[config.mk]
export PLATFORM = sky130hd
export DESIGN_NAME = capture_controller
export DESIGN_NICKNAME = d
export VERILOG_FILES = /design/src/rtl/capture_pkg.sv /design/src/rtl/capture_controller_counter.sv /design/src/rtl/capture_controller.sv
export SDC_FILE = /design/constraint.sdc
export NUM_CORES = 1
export LEC_CHECK = 0
export ABC_AREA = 0
export CAP_MARGIN = 25
export CORE_AREA = 2 2 112 114
export DETAILED_ROUTE_END_ITERATION = 10
export DIE_AREA = 0 0 114 116
export PLACE_DENSITY_LB_ADDON = 0.12
export SETUP_SLACK_MARGIN = 0.5
export SKIP_CTS_REPAIR_TIMING = 1
export SKIP_LAST_GASP = 1
export SYNTH_ARGS = -nofsm -noshare
export SYNTH_HDL_FRONTEND = slang
export SYNTH_HIERARCHICAL = 1
export SYNTH_SLANG_ARGS = --single-unit
[constraint.sdc]
create_clock -name clock -period 1.8 [get_ports clock]
set_input_delay 0.36 -clock clock [delete_from_list [all_inputs] [get_ports clock]]
set_output_delay 0.36 -clock clock [all_outputs]
set_load 0.02 [all_outputs]
[src/rtl/capture_pkg.sv]
// Opcodes of the SUMP-style command set and the acquisition state encoding.
package capture_pkg;

   localparam logic [7:0] OP_RESET   = 8'h00;
   localparam logic [7:0] OP_ARM     = 8'h01;
   localparam logic [7:0] OP_ID      = 8'h02;
   localparam logic [7:0] OP_META    = 8'h04;
   localparam logic [7:0] OP_DIVIDER = 8'h80;
   localparam logic [7:0] OP_COUNTS  = 8'h81;
   localparam logic [7:0] OP_RISE    = 8'hC0;
   localparam logic [7:0] OP_FALL    = 8'hC1;

   typedef enum logic [2:0] {
      ST_IDLE,
      ST_META_WAIT,
      ST_ARMED,
      ST_CAPTURE,
      ST_DUMP
   } state_t;

endpackage

[src/rtl/capture_controller_counter.sv]
// Post-trigger sample down-counter: load, decrement on enable (saturating at zero), zero flag.
// Registered count, one-cycle update; no backpressure.
module post_trigger_counter #(
   parameter int COUNT_WIDTH = 16
) (
   input  logic                   clock,
   input  logic                   ext_reset,
   input  logic                   load,
   input  logic [COUNT_WIDTH-1:0] load_value,
   input  logic                   dec,
   output logic [COUNT_WIDTH-1:0] count,
   output logic                   zero
);

   always_ff @(posedge clock) begin
      if (ext_reset) begin
         count <= '0;
      end else if (load) begin
         count <= load_value;
      end else if (dec && (count != '0)) begin
         count <= count - COUNT_WIDTH'(1);
      end
   end

   assign zero = (count == '0);

endmodule

[src/rtl/capture_controller.sv]
// Acquisition sequencer and capture config registers; CAPTURE_ABORT_EN lets opcode 0x00 abort ARMED/CAPTURE/DUMP.
// All outputs registered, one-cycle response; no backpressure, meta_busy/dump_busy only hold META_WAIT/DUMP.
module capture_controller
   import capture_pkg::*;
#(
   parameter int SAMPLE_WIDTH = 8,
   parameter int DIV_WIDTH    = 24,
   parameter int COUNT_WIDTH  = 16
) (
   input  logic                    clock,
   input  logic                    ext_reset,
   input  logic [7:0]              opcode,
   input  logic [31:0]             command,
   input  logic                    cmd_recv_rx,
   input  logic                    run,
   input  logic                    sample_en,
   input  logic                    meta_busy,
   input  logic                    dump_busy,
   output logic                    reset,
   output logic [DIV_WIDTH-1:0]    divider,
   output logic [COUNT_WIDTH-1:0]  read_count,
   output logic [COUNT_WIDTH-1:0]  delay_count,
   output logic [SAMPLE_WIDTH-1:0] rise_pattern,
   output logic [SAMPLE_WIDTH-1:0] fall_pattern,
   output logic                    arm,
   output logic                    data_meta_mux,
   output logic                    send_id,
   output logic                    begin_meta_transmit,
   output logic                    begin_dump,
   output logic                    capture_active
);

   state_t                 state;
   logic                   cnt_load;
   logic                   cnt_dec;
   logic                   cnt_zero;
   logic [COUNT_WIDTH-1:0] cnt_value;
   logic                   capture_done;
   logic                   abort;

   assign cnt_load = (state == ST_ARMED) && run;
   assign cnt_dec  = (state == ST_CAPTURE) && sample_en;

   // Dump on the sample that takes the count to zero; a zero delay dumps on the first sample.
   assign capture_done = cnt_dec && (cnt_zero || (cnt_value == COUNT_WIDTH'(1)));

`ifdef CAPTURE_ABORT_EN
   assign abort = cmd_recv_rx && (opcode == OP_RESET) &&
                  (state inside {ST_ARMED, ST_CAPTURE, ST_DUMP});
`else
   assign abort = 1'b0;
`endif

   post_trigger_counter #(
      .COUNT_WIDTH (COUNT_WIDTH)
   ) u_counter (
      .clock      (clock),
      .ext_reset  (ext_reset),
      .load       (cnt_load),
      .load_value (delay_count),
      .dec        (cnt_dec),
      .count      (cnt_value),
      .zero       (cnt_zero)
   );

   always_ff @(posedge clock) begin
      if (ext_reset) begin
         state               <= ST_IDLE;
         reset               <= 1'b0;
         divider             <= '0;
         read_count          <= '0;
         delay_count         <= '0;
         rise_pattern        <= '0;
         fall_pattern        <= '0;
         arm                 <= 1'b0;
         data_meta_mux       <= 1'b0;
         send_id             <= 1'b0;
         begin_meta_transmit <= 1'b0;
         begin_dump          <= 1'b0;
         capture_active      <= 1'b0;
      end else begin
         reset               <= 1'b0;
         send_id             <= 1'b0;
         begin_meta_transmit <= 1'b0;
         begin_dump          <= 1'b0;

         if (abort) begin
            reset          <= 1'b1;
            arm            <= 1'b0;
            data_meta_mux  <= 1'b0;
            capture_active <= 1'b0;
            state          <= ST_IDLE;
         end else begin
            case (state)
               ST_IDLE: begin
                  if (cmd_recv_rx) begin
                     case (opcode)
                        OP_RESET: begin
                           reset          <= 1'b1;
                           arm            <= 1'b0;
                           data_meta_mux  <= 1'b0;
                           capture_active <= 1'b0;
                        end
                        OP_ARM: begin
                           arm            <= 1'b1;
                           capture_active <= 1'b1;
                           state          <= ST_ARMED;
                        end
                        OP_ID, OP_META: begin
                           begin_meta_transmit <= 1'b1;
                           send_id             <= (opcode == OP_ID);
                           data_meta_mux       <= 1'b0;
                           state               <= ST_META_WAIT;
                        end
                        OP_DIVIDER: divider      <= command[DIV_WIDTH-1:0];
                        OP_COUNTS: begin
                           read_count  <= command[COUNT_WIDTH-1:0];
                           delay_count <= command[16+COUNT_WIDTH-1:16];
                        end
                        OP_RISE:    rise_pattern <= command[SAMPLE_WIDTH-1:0];
                        OP_FALL:    fall_pattern <= command[SAMPLE_WIDTH-1:0];
                        default: ;
                     endcase
                  end
               end
               // The start-pulse cycle is treated as busy so the peer has time to raise its flag.
               ST_META_WAIT: begin
                  if (!meta_busy && !begin_meta_transmit) state <= ST_IDLE;
               end
               ST_ARMED: begin
                  if (run) state <= ST_CAPTURE;
               end
               ST_CAPTURE: begin
                  if (capture_done) begin
                     arm           <= 1'b0;
                     data_meta_mux <= 1'b1;
                     begin_dump    <= 1'b1;
                     state         <= ST_DUMP;
                  end
               end
               ST_DUMP: begin
                  if (!dump_busy && !begin_dump) begin
                     data_meta_mux  <= 1'b0;
                     capture_active <= 1'b0;
                     state          <= ST_IDLE;
                  end
               end
               default: state <= ST_IDLE;
            endcase
         end
      end
   end

endmodule

---- After elaboration in Yosys (flattened, before gate mapping) ----
Index checks and enable logic that the tools add are counted.
storage, ports and cells
  logic and storage cells ................. 93
  bits of input ports ..................... 47
  register bits after elaboration ......... 98
  RAM bits ................................ 0
  output and inout port bits .............. 79
  memory bits (read-only) ................. 0
  memories ................................ 0
  latch bits .............................. 0
operators by class
  equality and inequality tests ........... 20
  bitwise operators ....................... 4
  divide/modulo/power cells ............... 0
  multiplexer cells ....................... 22
  order comparisons ....................... 0
  $mul .................................... 0
  shifts and indexed selects .............. 0
  $add $sub $neg .......................... 1
  reduce and logical (&&, ||, !) cells .... 32
operator list
  cell                     number
  $eq A8 B8 Y1 const B     4
  $mux W16                 2
  $eq A16 B1 Y1 const B    1
  $logic_not A16 Y1        1
  $reduce_bool A16 Y1      1
  $sub A16 B1 Y16 const B  1
  $mux W3                  5
  $pmux W3 S5              1
  $ne A2 B2 Y1 const B     6
  $reduce_and A3 Y1        4
  $mux W1                  9
  $eq A8 B1 Y1 const B     1
  $eq A8 B2 Y1 const B     1
  $eq A8 B3 Y1 const B     1
  $logic_not A8 Y1         1
  $reduce_and A4 Y1        2
  $eq A3 B2 Y1 const B     2
  $logic_and A1 B1 Y1      6
  $ne A3 B1 Y1 const B     2
  $pmux W1 S2              3
  $pmux W3 S2              1
  $reduce_and A6 Y1        1
  $reduce_bool A2 Y1       3
  $reduce_or A3 Y1         2
  11 further kinds         18

---- Longest topological paths before layout ----
Gate-level depths: netlist of run 1.
  depth in word-level cells ............... 5
  depth in mapped cells ................... 9
  depth with buffers taken out ............ 8

---- Modules after synthesis ----
Netlist of run 1, hierarchy kept.
modules (own cells, without submodules)
  module                area an instance (sq um)  times used  seq. area each (sq um)  cells each
  capture_controller    3265.6                    1           1641.6                  352
  post_trigger_counter  944.7                     1           320.3                   114

---- Worst setup path before layout of run 1 ----
OpenSTA, ideal clock, no wires.
  kind .................................... register -> register
  from .................................... register state[1]
  to ...................................... register u_counter.count[4]
  setup slack ............................. -194 ps
  stages on the path, launching flop included .. 6
  library setup time ...................... 91 ps
  path buffers ............................ 0
  data required time ...................... 1709 ps
  clock period less this slack ............ 1994 ps
  data arrival time ....................... 1903 ps
  cells stage by stage .................... dfxtp_1 -> and3b_2 -> and2_1 -> or4bb_1 -> or3_2 -> a311oi_1
between the ends
  cells in the longest elaborated chain, start to end .. 4
  elaborated cells on any way between the ends .. 7
  classes of those cells .................. eq/ne (2); mux (1); reduce/logical (4)
RTL lines
  what                                 line                              RTL
  from (decl)                          capture_controller.sv:33          state_t state;
  from (signal assigned)               capture_controller.sv:68          state <= ST_IDLE;
  from (signal assigned)               capture_controller.sv:92          state <= ST_IDLE;
  from (signal assigned)               capture_controller.sv:107         state <= ST_ARMED;
  $eq A3 B2 Y1                         capture_controller.sv:42          assign cnt_dec = (state == ST_CAPTURE) && sample_en;
  $logic_and A1 B1 Y1                  capture_controller.sv:42
  named net cnt_dec                    capture_controller.sv:35          logic cnt_dec;
  $logic_and A1 B1 Y1                  capture_controller_counter.sv:20  end else if (dec && (count != '0)) begin
  $reduce_bool A2 Y1 (no source line)  --
  to (signal assigned)                 capture_controller_counter.sv:19  count <= load_value;
  to (signal assigned)                 capture_controller_counter.sv:21  count <= count - COUNT_WIDTH'(1);
  to (decl)                            capture_controller_counter.sv:11  output logic [COUNT_WIDTH-1:0] count,
The timed path passes the listed nets, and every way through them passes these cells.
A chain may end at the register's enable or synchronous reset.

---- Worst setup path in the final report of run 1 ----
  from .................................... register u_counter.count[7]
  to ...................................... register u_counter.count[13]
between the ends
  cells in the longest elaborated chain, start to end .. 3
  elaborated cells on any way between the ends .. 6
  classes of those cells .................. add/sub (1); mux (2); reduce/logical (3)
RTL lines
  what                                                           line
  $sub A16 B1 Y16 / $reduce_bool A16 Y1 (equally long branches)  capture_controller_counter.sv:21, capture_controller_counter.sv:20
  $mux W16 / $logic_and A1 B1 Y1 (equally long branches)         capture_controller_counter.sv:20
  $mux W16 / $reduce_bool A2 Y1 (equally long branches)          --
Parallel ways exist; a longest one is shown, timed or not. The select of a mux whose other input is x is not followed.

==> impl_metrics.toml, run 1 <==
[status]
status = "complete, but fails checks"
failed_checks = "negative setup slack"

[floorplan]
io_pins = 126
core_area_um2 = 11900
start_util = 0.353
die_h_um = 116
dieWidth_um = 114
rows = 40
dieArea_um2 = 13200

[final_layout]
layout.nets = 700
multi_input_area_um2 = 2630
ff_latch_area_um2 = 2010
fillCellCount = 1061
n_antenna_cell = 0
synthToLayoutAreaGrowth_pct = 64.8
final_core_util = 0.582
layout-drive-gt1-share = 0.507

[critical_path]
r2r_cells = 7
critical-path-top-delay-family = "simple AND/OR/NAND/NOR gates"
timing.rr.start = "u_counter/count[7]$_SDFFE_PP0P_"
slowest_stage = "or4_4"
r2r-end = "u_counter/count[13]$_SDFFE_PP0P_"
critPathKind = "reg2reg"
setup.worst_path.end_class = "register"
crit_start = "u_counter/count[7]$_SDFFE_PP0P_"
cp_cell_sequence = "or4_4 -> and4bb_4 -> buf_4 -> buf_6 -> nor4_1 -> xnor2_1 -> a21oi_1"
cp-start-kind = "register"
path_buf_inv = 2
path_max_fanout = 7
reg2reg_slack_ns = -0.12
worstPathRequired_ns = 2.03
max_stage_delay_ns = 0.53
cp.arrival_ns = 2.15

[power]
power_uw = 5690
p_seq_frac = 0.393
sw_frac_of_total = 0.254
internal_power_uw = 4250
ir_drop_uv = 854
p_comb_frac = 0.211
power.switching_uw = 1450
p_leak_uw = 0.00276
p_clk_frac = 0.396
powerDensity_nw_per_um2 = 820

[routing]
drt_iter0_drc = 196
via_count = 4059
avgRoutedWirePerCell_um = 17.1
drc = 0
dr.pass1.iters = 4
ant_nets = 0
wl_mm = 13.7
via_per_inst = 5.05

[synthesis]
synth-warning-count = 6
synth_cell_types = 57
synthMuxAreaShare = 0.0999
synth_flop_cell = "dfxtp_1"
syn_inst = 466
synthSimpleGateAreaFrac = 0.251
seq_area_frac_synth = 0.466
synth_top_family_by_area = "simple AND/OR/NAND/NOR gates"
synth-seq-cells = 98
synth-xor-area-share = 0.0208
synth-compound-area-share = 0.111
synth_fa_ha_area_frac = 0.00297
netlist_area_um2 = 4210
async_flop_share = 0
synth_nets = 514
synth_area_per_cell_um2 = 9.03
synth_edf_count = 0

[placed_design]
dpl_worst_slack_ns = -0.482
portBuffers = 125
place_hpwl_mm = 8.34
place_congestion = 0.849

[timing]
rsz0062_at_grt = "yes"
fin_tns_setup_ns = -1.88
hold_viol_final = 0
fin_crit_ns = 1.92
finalMaxSlewViolations = 0
fmax_ghz = 0.522
setup_viol = 46
holdWs_ns = 0.372
final.period_utilization = 1.06
finClkSkew_ns = 0.00966
max-slew-margin-rel = 0.649
layout_setup_ws_ns = -0.116
worstMarginPinSlew_ns = 0.527

[cts]
cts.sinks = 98
clock_latency_ns = 0.35
cts_buffer_depth = 2
cts_root_buf = "clkbuf_16"
cts_made_buffers = 9
cts_tree = "done"
h-tree-depth = 3
clk_pin_slew_ns = 0.07

[hold_path]
min_to = "reset$_SDFF_PP0_"
min_path_type = "in2reg"
hold_depth = 3
hold_start = "opcode[0]"

[global_route]
grt_remaining_overflow = 0
grt_pass1_wl_mm = 19.4
grt_use_total = 0.186
grt_max_degree = 40
grt_pass1_vias = 3891
antenna_found_initial = 0

[flow_run]
maxCapViolCount = 0
==> cell usage in the layout (no fill, tap or decap), drive strengths merged, types with 3 or more instances in the layout <==
master         Yosys  layout
a211oi             7       7
a21oi             43      43
a311oi             3       3
buf               11      94
bufinv             0       3
clkbuf            14      71
clkdlybuf4s50      0      36
dfxtp             98      98
dlymetal6s2s       0       9
inv                4       6
mux2i             42      42
nand2             74      74
nand2b             4       4
nand3              6       6
nor2              63      63
nor2b              3       3
nor3              14      14
nor3b              5       5
nor4              12      12
o21ai             10      10
o21bai             3       3
o221ai             3       3
or3                6       6
or4                3       3
xnor2             10      10
==> through the flow <==
stage          std cells  instance area (µm²)
6_report             804                 6940
2_1_floorplan        466                 4330
4_1_cts              782                 6380
3_3_place_gp         766                 6030
3_5_place_dp         766                 6030
5_1_grt              804                 6940
==> per-layer routing <==
| metal | part of all wire | global-route usage | vias to the layer above |
|---|---|---|---|
| met5 | 0 | 0 | - |
| met4 | 0.023 | 0.0659 | 0 |
| met3 | 0.060 | 0.0638 | 22 |
| met2 | 0.47 | 0.296 | 109 |
| met1 | 0.44 | 0.237 | 1924 |
| li1 | - | - | 2004 |
==> cells by family after synthesis <==
group	count (synthesis)
AOI/OAI and AO/OA	77
xor gates and xnor gates	10
and+or+nand+nor	207
adders and majority gates	1
muxes	42
buffers and inverters	31
DFF	98
==> area by class of cell <==
cell class	instances	area share
clock buffer	9	0.0325
clock inverter	7	0.0179
inverter	5	0.00271
multi-input combinational	337	0.379
sequential	98	0.290
tap	147	0.0265
timing repair buffer	201	0.252
==> worst max-delay path by stage <==
stage,slack [ns],endpoint,depth (start not counted)
after global routing,-0.21,u_counter/count[0]$_SDFFE_PP0P_,5
final,-0.12,u_counter/count[13]$_SDFFE_PP0P_,7
after floorplan,-0.03,data_meta_mux$_SDFFE_PP0P_,7
after global placement,-0.45,divider[13]$_SDFFE_PP0P_,7
after detailed placement,-0.48,divider[1]$_SDFFE_PP0P_,7
after CTS,-0.13,u_counter/count[0]$_SDFFE_PP0P_,5
==> power groups by stage <==
stage	clock, µW	combinational, µW	sequential [µW]
floorplan	0	479	2300
global route	2400	1290	2240
finish	2250	1200	2240
CTS	2320	880	2240
global placement	0	874	2280
detailed placement	0	877	2290
==> registers in the layout, summed over array words and instances (netlist names) <==
| name | cells |
|---|---|
| state | 3 |
| rise_pattern | 8 |
| data_meta_mux | 1 |
| begin_meta_transmit | 1 |
| reset | 1 |
| u_counter/count | 16 |
| send_id | 1 |
| delay_count | 16 |
| divider | 24 |
| fall_pattern | 8 |
| begin_dump | 1 |
| capture_active | 1 |
| read_count | 16 |
| arm | 1 |
==> synth_stat cells (3+ instances only) <==
cell type   n  share of area
mux2i_1    42           0.10
nor2_1     63          0.056
xnor2_1    10          0.021
nand2_1    74          0.066
clkbuf_1   13          0.012
a21oi_1    43          0.051
nor4_1      9          0.013
nand2b_1    4         0.0059
o221ai_1    3         0.0062
buf_6       9          0.024
nor3b_1     5         0.0089
inv_1       4         0.0036
o21bai_1    3         0.0053
o21ai_0     8         0.0095
nor4_4      3          0.015
nor3_1     12          0.014
nand3_1     4         0.0048
or3_2       4         0.0071
a311oi_1    3         0.0062
nor2b_1     3         0.0045
dfxtp_1    98           0.47
a211oi_1    7          0.012
==> worst min-delay path, stage by stage <==
cell	delay (ns)
dlymetal6s2s_1	0.10
buf_4	0.18
nor3_2	0.04
No activity file was read; power rests on OpenSTA's default activity.
==> run 2, diff against run 1 <==
CAP_MARGIN = 0   (was 25)
==> results of run 2 <==
No change in the layout: final DEF, timing and power equal those of run 1.
==> run 3, diff against run 2 <==
SKIP_LAST_GASP = default   (was 1)
==> impl_metrics.toml, run 3 (synthesis results as in run 1) <==
[routing]
avgRoutedWirePerCell_um = 17.1
via_per_inst = 5.04
ant_nets = 0
drc = 0
via_count = 4049
drt_iter0_drc = 185
wl_mm = 13.7
dr.pass1.iters = 4

[floorplan]
start_util = 0.353
core_area_um2 = 11900
die_h_um = 116
dieArea_um2 = 13200
dieWidth_um = 114
rows = 40
io_pins = 126

[timing]
finalMaxSlewViolations = 0
fin_crit_ns = 1.90
layout_setup_ws_ns = -0.101
max-slew-margin-rel = 0.648
worstMarginPinSlew_ns = 0.528
rsz0062_at_grt = "yes"
setup_viol = 44
finClkSkew_ns = 0.00977
final.period_utilization = 1.06
hold_viol_final = 0
fmax_ghz = 0.526

[flow_run]
maxCapViolCount = 0

[hold_path]
min_path_type = "in2reg"

[final_layout]
n_antenna_cell = 0
ff_latch_area_um2 = 2010
fin_area_um2 = 6950
layout-drive-gt1-share = 0.511
final_cell_mix = "66 x buf_4, 65 x dfxtp_1, 58 x nor2_1"
largest_reg_flops = 24
layout_commonest_cell = "buf_4"
fillCellCount = 1064
layout.nets = 700
synthToLayoutAreaGrowth_pct = 65.1
largest-register = "divider"
multi_input_area_um2 = 2640

[power]
ir_drop_uv = 854
powerDensity_nw_per_um2 = 819
internal_power_uw = 4250
p_clk_frac = 0.396
power_uw = 5700
p_leak_uw = 0.00277
p_seq_frac = 0.392
sw_frac_of_total = 0.255
p_comb_frac = 0.212
power.switching_uw = 1450

[critical_path]
setup.worst_path.end_class = "register"
worstPathRequired_ns = 2.03
cp.arrival_ns = 2.13
critPathKind = "reg2reg"
path_max_fanout = 7
cp-start-kind = "register"

[global_route]
grt_use_total = 0.186
grt_max_degree = 40
grt_pass1_wl_mm = 19.4
grt_pass1_vias = 3891
grt_remaining_overflow = 0
antenna_found_initial = 0

[cts]
h-tree-depth = 3
cts_tree = "done"
cts_buffer_depth = 2
cts_made_buffers = 9
clock_latency_ns = 0.35
clk_pin_slew_ns = 0.07
cts_root_buf = "clkbuf_16"
cts.sinks = 98

[status]
failed_checks = "negative setup slack"
status = "complete, but fails checks"

[placed_design]
place_congestion = 0.849
post_dp_cell_area_um2 = 6030
place_hpwl_mm = 8.34
portBuffers = 125
## run 3: cell count changes in the layout (fill, tap and decap cells not counted)
cell / delta
o21ai_0: -1
o221ai_1: -1
nor3_1: -1
nor3_2: +1
o21ai_2: +1
o221ai_2: +1
## run 3: final cells by class
class	instances	area share
repair buffers	201	0.251
multi-input cells	337	0.380
clock inverters	7	0.0178
well taps	147	0.0265
clock buffers	9	0.0324
inverters	5	0.00270
flip-flops and latches	98	0.289
## run 3: final timing paths
kind	startpoint	end	slack (ns)	depth (start not counted)
worst max-delay path	u_counter/count[7]$_SDFFE_PP0P_	u_counter/count[13]$_SDFFE_PP0P_	-0.10	7
worst min-delay path	opcode[0]	reset$_SDFF_PP0_	0.37	3
worst max register to register	u_counter/count[7]$_SDFFE_PP0P_	u_counter/count[13]$_SDFFE_PP0P_	-0.10	7
worst min register to register	read_count[15]$_SDFFE_PP0P_	read_count[15]$_SDFFE_PP0P_	0.46	2
## run 3: critical path, cell delays in order (launching register included)
cell	delay, ns
dfxtp_2	0.32
or4_4	0.53
and4bb_4	0.42
buf_4	0.13
buf_6	0.08
nor4_1	0.05
xnor2_1	0.17
a21oi_1	0.08
## run 3: metal layers
| layer | wire [µm] | GRT usage |
|---|---|---|
| met1 | 6090 | 0.237 |
| met2 | 6520 | 0.296 |
| met3 | 799 | 0.0638 |
| met4 | 311 | 0.0659 |
| met5 | 0 | 0 |
## run 3: metrics by stage
step | util | hold WS [ns] | setup TNS [ns] | setup WS, ns | std cells
after floorplan | - | 0.498 | -0.696 | -0.0306 | 466
after global placement | 0.506 | 0.439 | -34.21 | -0.446 | 766
after detailed placement | 0.506 | 0.445 | -35.93 | -0.482 | 766
after CTS | 0.536 | 0.440 | -5.20 | -0.128 | 782
after global routing | 0.584 | 0.392 | -5.89 | -0.210 | 804
final | 0.584 | 0.371 | -1.79 | -0.101 | 804
## run 3: power groups by stage
stage	Clock, µW	Combinational [µW]	Sequential (µW)
after floorplan	0	479	2300
after global placement	0	874	2280
after detailed placement	0	877	2290
after CTS	2320	880	2240
after global routing	2400	1290	2240
final	2250	1210	2240
